### config.mk
export PLATFORM = sky130hd
export DESIGN_NAME = nes_pad_reader
export DESIGN_NICKNAME = d
export VERILOG_FILES = /design/src/rtl/nes_pad_reader.sv
export SDC_FILE = /design/constraint.sdc
export NUM_CORES = 1
export LEC_CHECK = 0
export BUFFER_PORTS_ARGS = -buffer_cell sky130_fd_sc_hd__buf_2
export CAP_MARGIN = 20
export CORE_ASPECT_RATIO = 0.8
export CORE_UTILIZATION = 60
export DETAILED_ROUTE_END_ITERATION = 8
export PLACE_DENSITY = 0.89
export SKIP_LAST_GASP = 1
export SYNTH_ARGS = -nofsm -noshare
export SYNTH_HDL_FRONTEND = slang
export SYNTH_SLANG_ARGS = --single-unit
### constraint.sdc
create_clock -name clk -period 2.2 [get_ports clk]
set_input_delay 0.22 -clock clk [delete_from_list [all_inputs] [get_ports clk]]
set_output_delay 0.22 -clock clk [all_outputs]
set_load 0.02 [all_outputs]
### src/rtl/nes_pad_reader.sv
// nes_pad_reader
// Polls an NES controller once per poll period. It drives the latch pulse and
// the serial clock pulses, and samples the active-low serial data line after a
// two-flop synchroniser. The result is published as a registered, active-high
// button vector with a one-cycle valid strobe. Bit order: 0=A, 1=B, 2=Select,
// 3=Start, 4=Up, 5=Down, 6=Left, 7=Right.
module nes_pad_reader #(
    parameter int unsigned POLL_CYCLES  = 666666,
    parameter int unsigned LATCH_CYCLES = 480,
    parameter int unsigned HALF_CYCLES  = 240,
    parameter int unsigned NUM_BUTTONS  = 8
) (
    input  logic                   clk,
    input  logic                   reset,
    input  logic                   enable,
    input  logic                   button_data,
    output logic                   latch,
    output logic                   pulse,
    output logic [NUM_BUTTONS-1:0] buttons,
    output logic                   buttons_valid,
    output logic                   busy
);

    // ------------------------------------------------------------------
    // Derived widths and terminal counts
    // ------------------------------------------------------------------
    localparam int unsigned TW      = (POLL_CYCLES > 1) ? $clog2(POLL_CYCLES) : 1;
    localparam int unsigned CNT_MAX = (LATCH_CYCLES > HALF_CYCLES) ? LATCH_CYCLES : HALF_CYCLES;
    localparam int unsigned CW      = (CNT_MAX > 1) ? $clog2(CNT_MAX) : 1;
    localparam int unsigned IW      = (NUM_BUTTONS > 1) ? $clog2(NUM_BUTTONS) : 1;

    localparam logic [TW-1:0] TIMER_LAST = TW'(POLL_CYCLES - 1);
    localparam logic [CW-1:0] LATCH_LAST = CW'(LATCH_CYCLES - 1);
    localparam logic [CW-1:0] HALF_LAST  = CW'(HALF_CYCLES - 1);
    localparam logic [IW-1:0] IDX_FIRST  = IW'(1);
    localparam logic [IW-1:0] IDX_LAST   = IW'(NUM_BUTTONS - 1);

    typedef enum logic [2:0] {
        IDLE,
        LATCH,
        PULSE_LO,
        PULSE_HI,
        DONE
    } state_t;

    // ------------------------------------------------------------------
    // Registers
    // ------------------------------------------------------------------
    logic [TW-1:0]          timer_q, timer_d;
    state_t                 state_q, state_d;
    logic [CW-1:0]          cnt_q, cnt_d;
    logic [IW-1:0]          idx_q, idx_d;
    logic [NUM_BUTTONS-1:0] shift_q, shift_d;
    logic                   sync1_q, sync2_q;
    logic                   latch_q, latch_d;
    logic                   pulse_q, pulse_d;
    logic [NUM_BUTTONS-1:0] buttons_q, buttons_d;
    logic                   valid_q, valid_d;
    logic                   busy_q, busy_d;

    logic                   tick;

    // ------------------------------------------------------------------
    // Poll timer: free-running, independent of enable and of the FSM
    // ------------------------------------------------------------------
    assign tick = (timer_q == TIMER_LAST);

    // Next value of the poll timer, wrapping after the tick cycle.
    always_comb begin
        timer_d = timer_q + TW'(1);
        if (tick) begin
            timer_d = '0;
        end
    end

    // Poll timer register.
    always_ff @(posedge clk or negedge reset) begin
        if (!reset) begin
            timer_q <= '0;
        end else begin
            timer_q <= timer_d;
        end
    end

    // ------------------------------------------------------------------
    // Serial data synchroniser (pin idles high = not pressed)
    // ------------------------------------------------------------------
    // Two-flop synchroniser on the asynchronous controller data line.
    always_ff @(posedge clk or negedge reset) begin
        if (!reset) begin
            sync1_q <= 1'b1;
            sync2_q <= 1'b1;
        end else begin
            sync1_q <= button_data;
            sync2_q <= sync1_q;
        end
    end

    // ------------------------------------------------------------------
    // Read sequencer
    // ------------------------------------------------------------------
    // Next-state logic: counts cycles inside each phase and shifts in one
    // data bit at the end of the latch phase and at the end of every high
    // pulse phase.
    always_comb begin
        state_d = state_q;
        cnt_d   = cnt_q;
        idx_d   = idx_q;
        shift_d = shift_q;

        case (state_q)
            IDLE: begin
                // Ticks while a read is running never reach here, so they
                // are ignored by construction.
                if (tick && enable) begin
                    state_d = LATCH;
                    cnt_d   = '0;
                    shift_d = '0;
                end
            end

            LATCH: begin
                if (cnt_q == LATCH_LAST) begin
                    shift_d[0] = sync2_q;
                    idx_d      = IDX_FIRST;
                    cnt_d      = '0;
                    state_d    = PULSE_LO;
                end else begin
                    cnt_d = cnt_q + CW'(1);
                end
            end

            PULSE_LO: begin
                if (cnt_q == HALF_LAST) begin
                    cnt_d   = '0;
                    state_d = PULSE_HI;
                end else begin
                    cnt_d = cnt_q + CW'(1);
                end
            end

            PULSE_HI: begin
                if (cnt_q == HALF_LAST) begin
                    shift_d[idx_q] = sync2_q;
                    cnt_d          = '0;
                    if (idx_q == IDX_LAST) begin
                        state_d = DONE;
                    end else begin
                        idx_d   = idx_q + IW'(1);
                        state_d = PULSE_LO;
                    end
                end else begin
                    cnt_d = cnt_q + CW'(1);
                end
            end

            DONE: begin
                state_d = IDLE;
            end

            default: begin
                state_d = IDLE;
                cnt_d   = '0;
                idx_d   = '0;
            end
        endcase
    end

    // Sequencer state register.
    always_ff @(posedge clk or negedge reset) begin
        if (!reset) begin
            state_q <= IDLE;
            cnt_q   <= '0;
            idx_q   <= '0;
            shift_q <= '0;
        end else begin
            state_q <= state_d;
            cnt_q   <= cnt_d;
            idx_q   <= idx_d;
            shift_q <= shift_d;
        end
    end

    // ------------------------------------------------------------------
    // Registered outputs
    // ------------------------------------------------------------------
    // Pin and status outputs decode the next state so they line up with the
    // state register; results publish out of DONE, one cycle after the
    // final sample edge.
    always_comb begin
        latch_d   = (state_d == LATCH);
        pulse_d   = (state_d == PULSE_HI);
        busy_d    = (state_d != IDLE);
        valid_d   = 1'b0;
        buttons_d = buttons_q;
        if (state_q == DONE) begin
            valid_d   = 1'b1;
            buttons_d = ~shift_q;
        end
    end

    // Output register; reset clears everything so an aborted read never
    // publishes a partial result.
    always_ff @(posedge clk or negedge reset) begin
        if (!reset) begin
            latch_q   <= 1'b0;
            pulse_q   <= 1'b0;
            busy_q    <= 1'b0;
            valid_q   <= 1'b0;
            buttons_q <= '0;
        end else begin
            latch_q   <= latch_d;
            pulse_q   <= pulse_d;
            busy_q    <= busy_d;
            valid_q   <= valid_d;
            buttons_q <= buttons_d;
        end
    end

    assign latch         = latch_q;
    assign pulse         = pulse_q;
    assign busy          = busy_q;
    assign buttons_valid = valid_q;
    assign buttons       = buttons_q;

endmodule
==> flow_summary.ini <==
[detailed_routing]
drt-initial-drc-count = 284
route.detailed.drc = 0
routed_wl_mm = 6.67
ant_nets = 0
vias = 2472
post_drt_wl_per_cell_um = 17.0
firstDrtPassIters = 5
via_per_inst = 6.29

[critical_path]
cp-startpoint = timer_q[14]
r2r_cells = 6
r2r-start = timer_q[14]
r2r_end = shift_q[5]
cp.required_ps = 2410
arrival_ps = 2370
startpoint_type = register
crit_type = register to register
ff2ff_setup_slack_ps = 50
cp-end-kind = register
worstPathMaxFanout = 7

[clock_tree]
clk_latency_ps = 340
htreeDepth = 3
cts_tree = built
clock_sinks = 57
cts-buffers-inserted = 9
clockRootBuffer = clkbuf_8
cts_buffer_depth = 2
clkSlewWorstSetupHoldPaths_ps = 60

[timing]
tns_ps = 0
setup_viol = 0
slew_violations = 0
holdWs_ps = 217
post-route-period-util_pct = 97.9
hold_violations = 0
slew_headroom_pct = 58.2
fin_skew_ps = 9.59
tightestPinTransition_ps = 621
timing.fmax_mhz = 464
period_needed_ps = 2150

[yosys]
synth_cell_types = 45
synth_seq_cells = 57
synth_edf_count = 0
yosysWarningCount = 0
syn_area_per_cell_um2 = 9.66
synthFlopType = dfrtp_1
synthCells = 295
synthArstFlopShare_pct = 100
synthTopCellsByArea = dfrtp_1 (48%), o21ai_0 (4.6%), nand2_1 (4.1%)
syn_nets = 304
ys_seq_area_share_pct = 50.2
yosys-top-cells-count = dfrtp_1 (55), nand2_1 (31), nor2_1 (26), o21ai_0 (26), nand3_1 (16)
synth_area_um2 = 2850
synth_most_common_cell = dfrtp_1
synth_top_area_share_pct = 48.3
yosysTopAreaCell = dfrtp_1

[pwr]
switchingPower_uw = 430
swShare_pct = 22.0
seq_power_share_pct = 53.9
comb_power_share_pct = 1.6
internal_power_mw = 1.53
p_per_area_nw_per_um2 = 589
pwr-share-clk_pct = 44.5
ir_drop_mv = 0.560
p_leak_nw = 1.45

[finish]
areaGrowthSynthToFinish_pct = 16.5
antenna_cells = 0
drive_above_1_share_pct = 18.0
finalNetCount = 337
fin_util_pct = 72.6
fillCellCount = 336

[place]
gp_congestion = 0.918
io_buffers = 15
dpl.hpwl_mm = 4.36

[die]
core_um2 = 4570
rows = 22
die_x_um = 79.0
die_area_um2 = 5030
die_h_um = 63.6
start_util_pct = 62.3
ioPinCount = 16

[worst_hold_path]
hp-start = enable
holdPathEnd = latch
hold_class = input pin to register
holdPathStages = 3

[grt]
grt_use_met2_pct = 45.7
grt_max_degree = 26
grt_pass1_vias = 2257
top_usage_layer = met2
grtUsageTotal_pct = 29.2
grt_pass1_wl_mm = 10.9
met1_usage_pct = 38.6
use_met3_pct = 11.0
antenna_found_initial = 0
overflow = 0

[run_status]
status = completed

[flow_run]
max_cap_viol_count = 0
==> stage by stage <==
step | cell area [um^2] | power (mW) | cells | worst slack [ps]
6_report | 3320 | 1.96 | 393 | 47.0
5_1_grt | 3320 | 2.03 | 393 | -117
4_1_cts | 3260 | 1.96 | 392 | 19.1
3_5_place_dp | 3060 | 1.10 | 374 | 37.9
3_3_place_gp | 3060 | 1.10 | 374 | 122
2_1_floorplan | 2850 | 1.07 | 295 | 234
==> sequential cells by signal (all words and copies together), names as in the netlist <==
register and count:
buttons_valid 1, idx_q 3, cnt_q 9, sync2_q 1
latch 1, shift_q 8, sync1_q 1, state_q 3
busy 1, timer_q 20, pulse 1, buttons 8
==> cell usage in the layout (no fill, tap or decap), drive strengths merged, types with 8 or more instances in the layout <==
cell type,Yosys,layout
dfrtp,55,55
nand2,31,31
buf,1,31
o21ai,26,26
nor2,26,26
nand3,16,16
inv,13,13
clkbuf,10,13
xnor2,11,11
nand4,10,10
o31ai,10,10
a31oi,8,8
==> how the worst max path moves through the flow <==
stage               cells past startpoint          to
detailed placement                      5    cnt_q[2]
finish                                  6  shift_q[5]
CTS                                     5    cnt_q[3]
floorplan                               5  shift_q[2]
global placement                        4    cnt_q[1]
global route                            6  shift_q[4]
==> power groups by stage <==
stage	clock network, mW	registers, mW	logic [mW]
2_1_floorplan	0	1.07	0.00142
3_3_place_gp	0	1.07	0.0279
3_5_place_dp	0	1.07	0.0291
4_1_cts	0.880	1.05	0.0317
5_1_grt	0.937	1.05	0.0370
6_report	0.871	1.05	0.0316
==> cells by family (layout without fill, tap and decap cells) <==
group                    count (synthesis)  count (layout)  share of synthesized area [%]
multiplexers                             3               3                           1.05
buffers and inverters                   25              63                           3.56
adder cells (fa/ha/maj)                  5               5                           2.20
flip-flops                              57              57                           50.2
AND/OR/NAND/NOR                        125             125                           23.5
XOR/XNOR                                18              18                           5.53
AO/OA/AOI/OAI                           62              62                           14.0
==> layout make-up <==
type	count	area, um^2	share of cell area, %
Sequential cell	57	1430	43.0
Multi-Input combinational cell	213	1370	41.3
Timing Repair Buffer	33	215	6.48
Clock buffer	13	159	4.79
Tap cell	60	75.1	2.26
Inverter	14	52.6	1.58
Clock inverter	3	17.5	0.528
==> what timing repair did <==
action                                  CTS  global route
resized for setup                         0             9
endpoints found under the setup margin    0            16
setup buffers                             0             1
endpoints found under the hold margin    15             0
hold buffers                              2             0
==> routing by layer <==
| layer | share of wire [%] | vias to the layer above |
|---|---|---|
| li1 | - | 1136 |
| met1 | 42 | 1176 |
| met2 | 47 | 139 |
| met3 | 8.4 | 21 |
| met4 | 2.6 | 0 |
| met5 | 0 | - |
==> critical path, cell delays in order, from the launching register on <==
cell	delay (ps)
dfrtp_1	440
or4b_4	570
nor4_4	250
buf_4	180
a41oi_4	190
o31ai_1	280
o21ai_0	120
(Power assumes the default switching activity.)
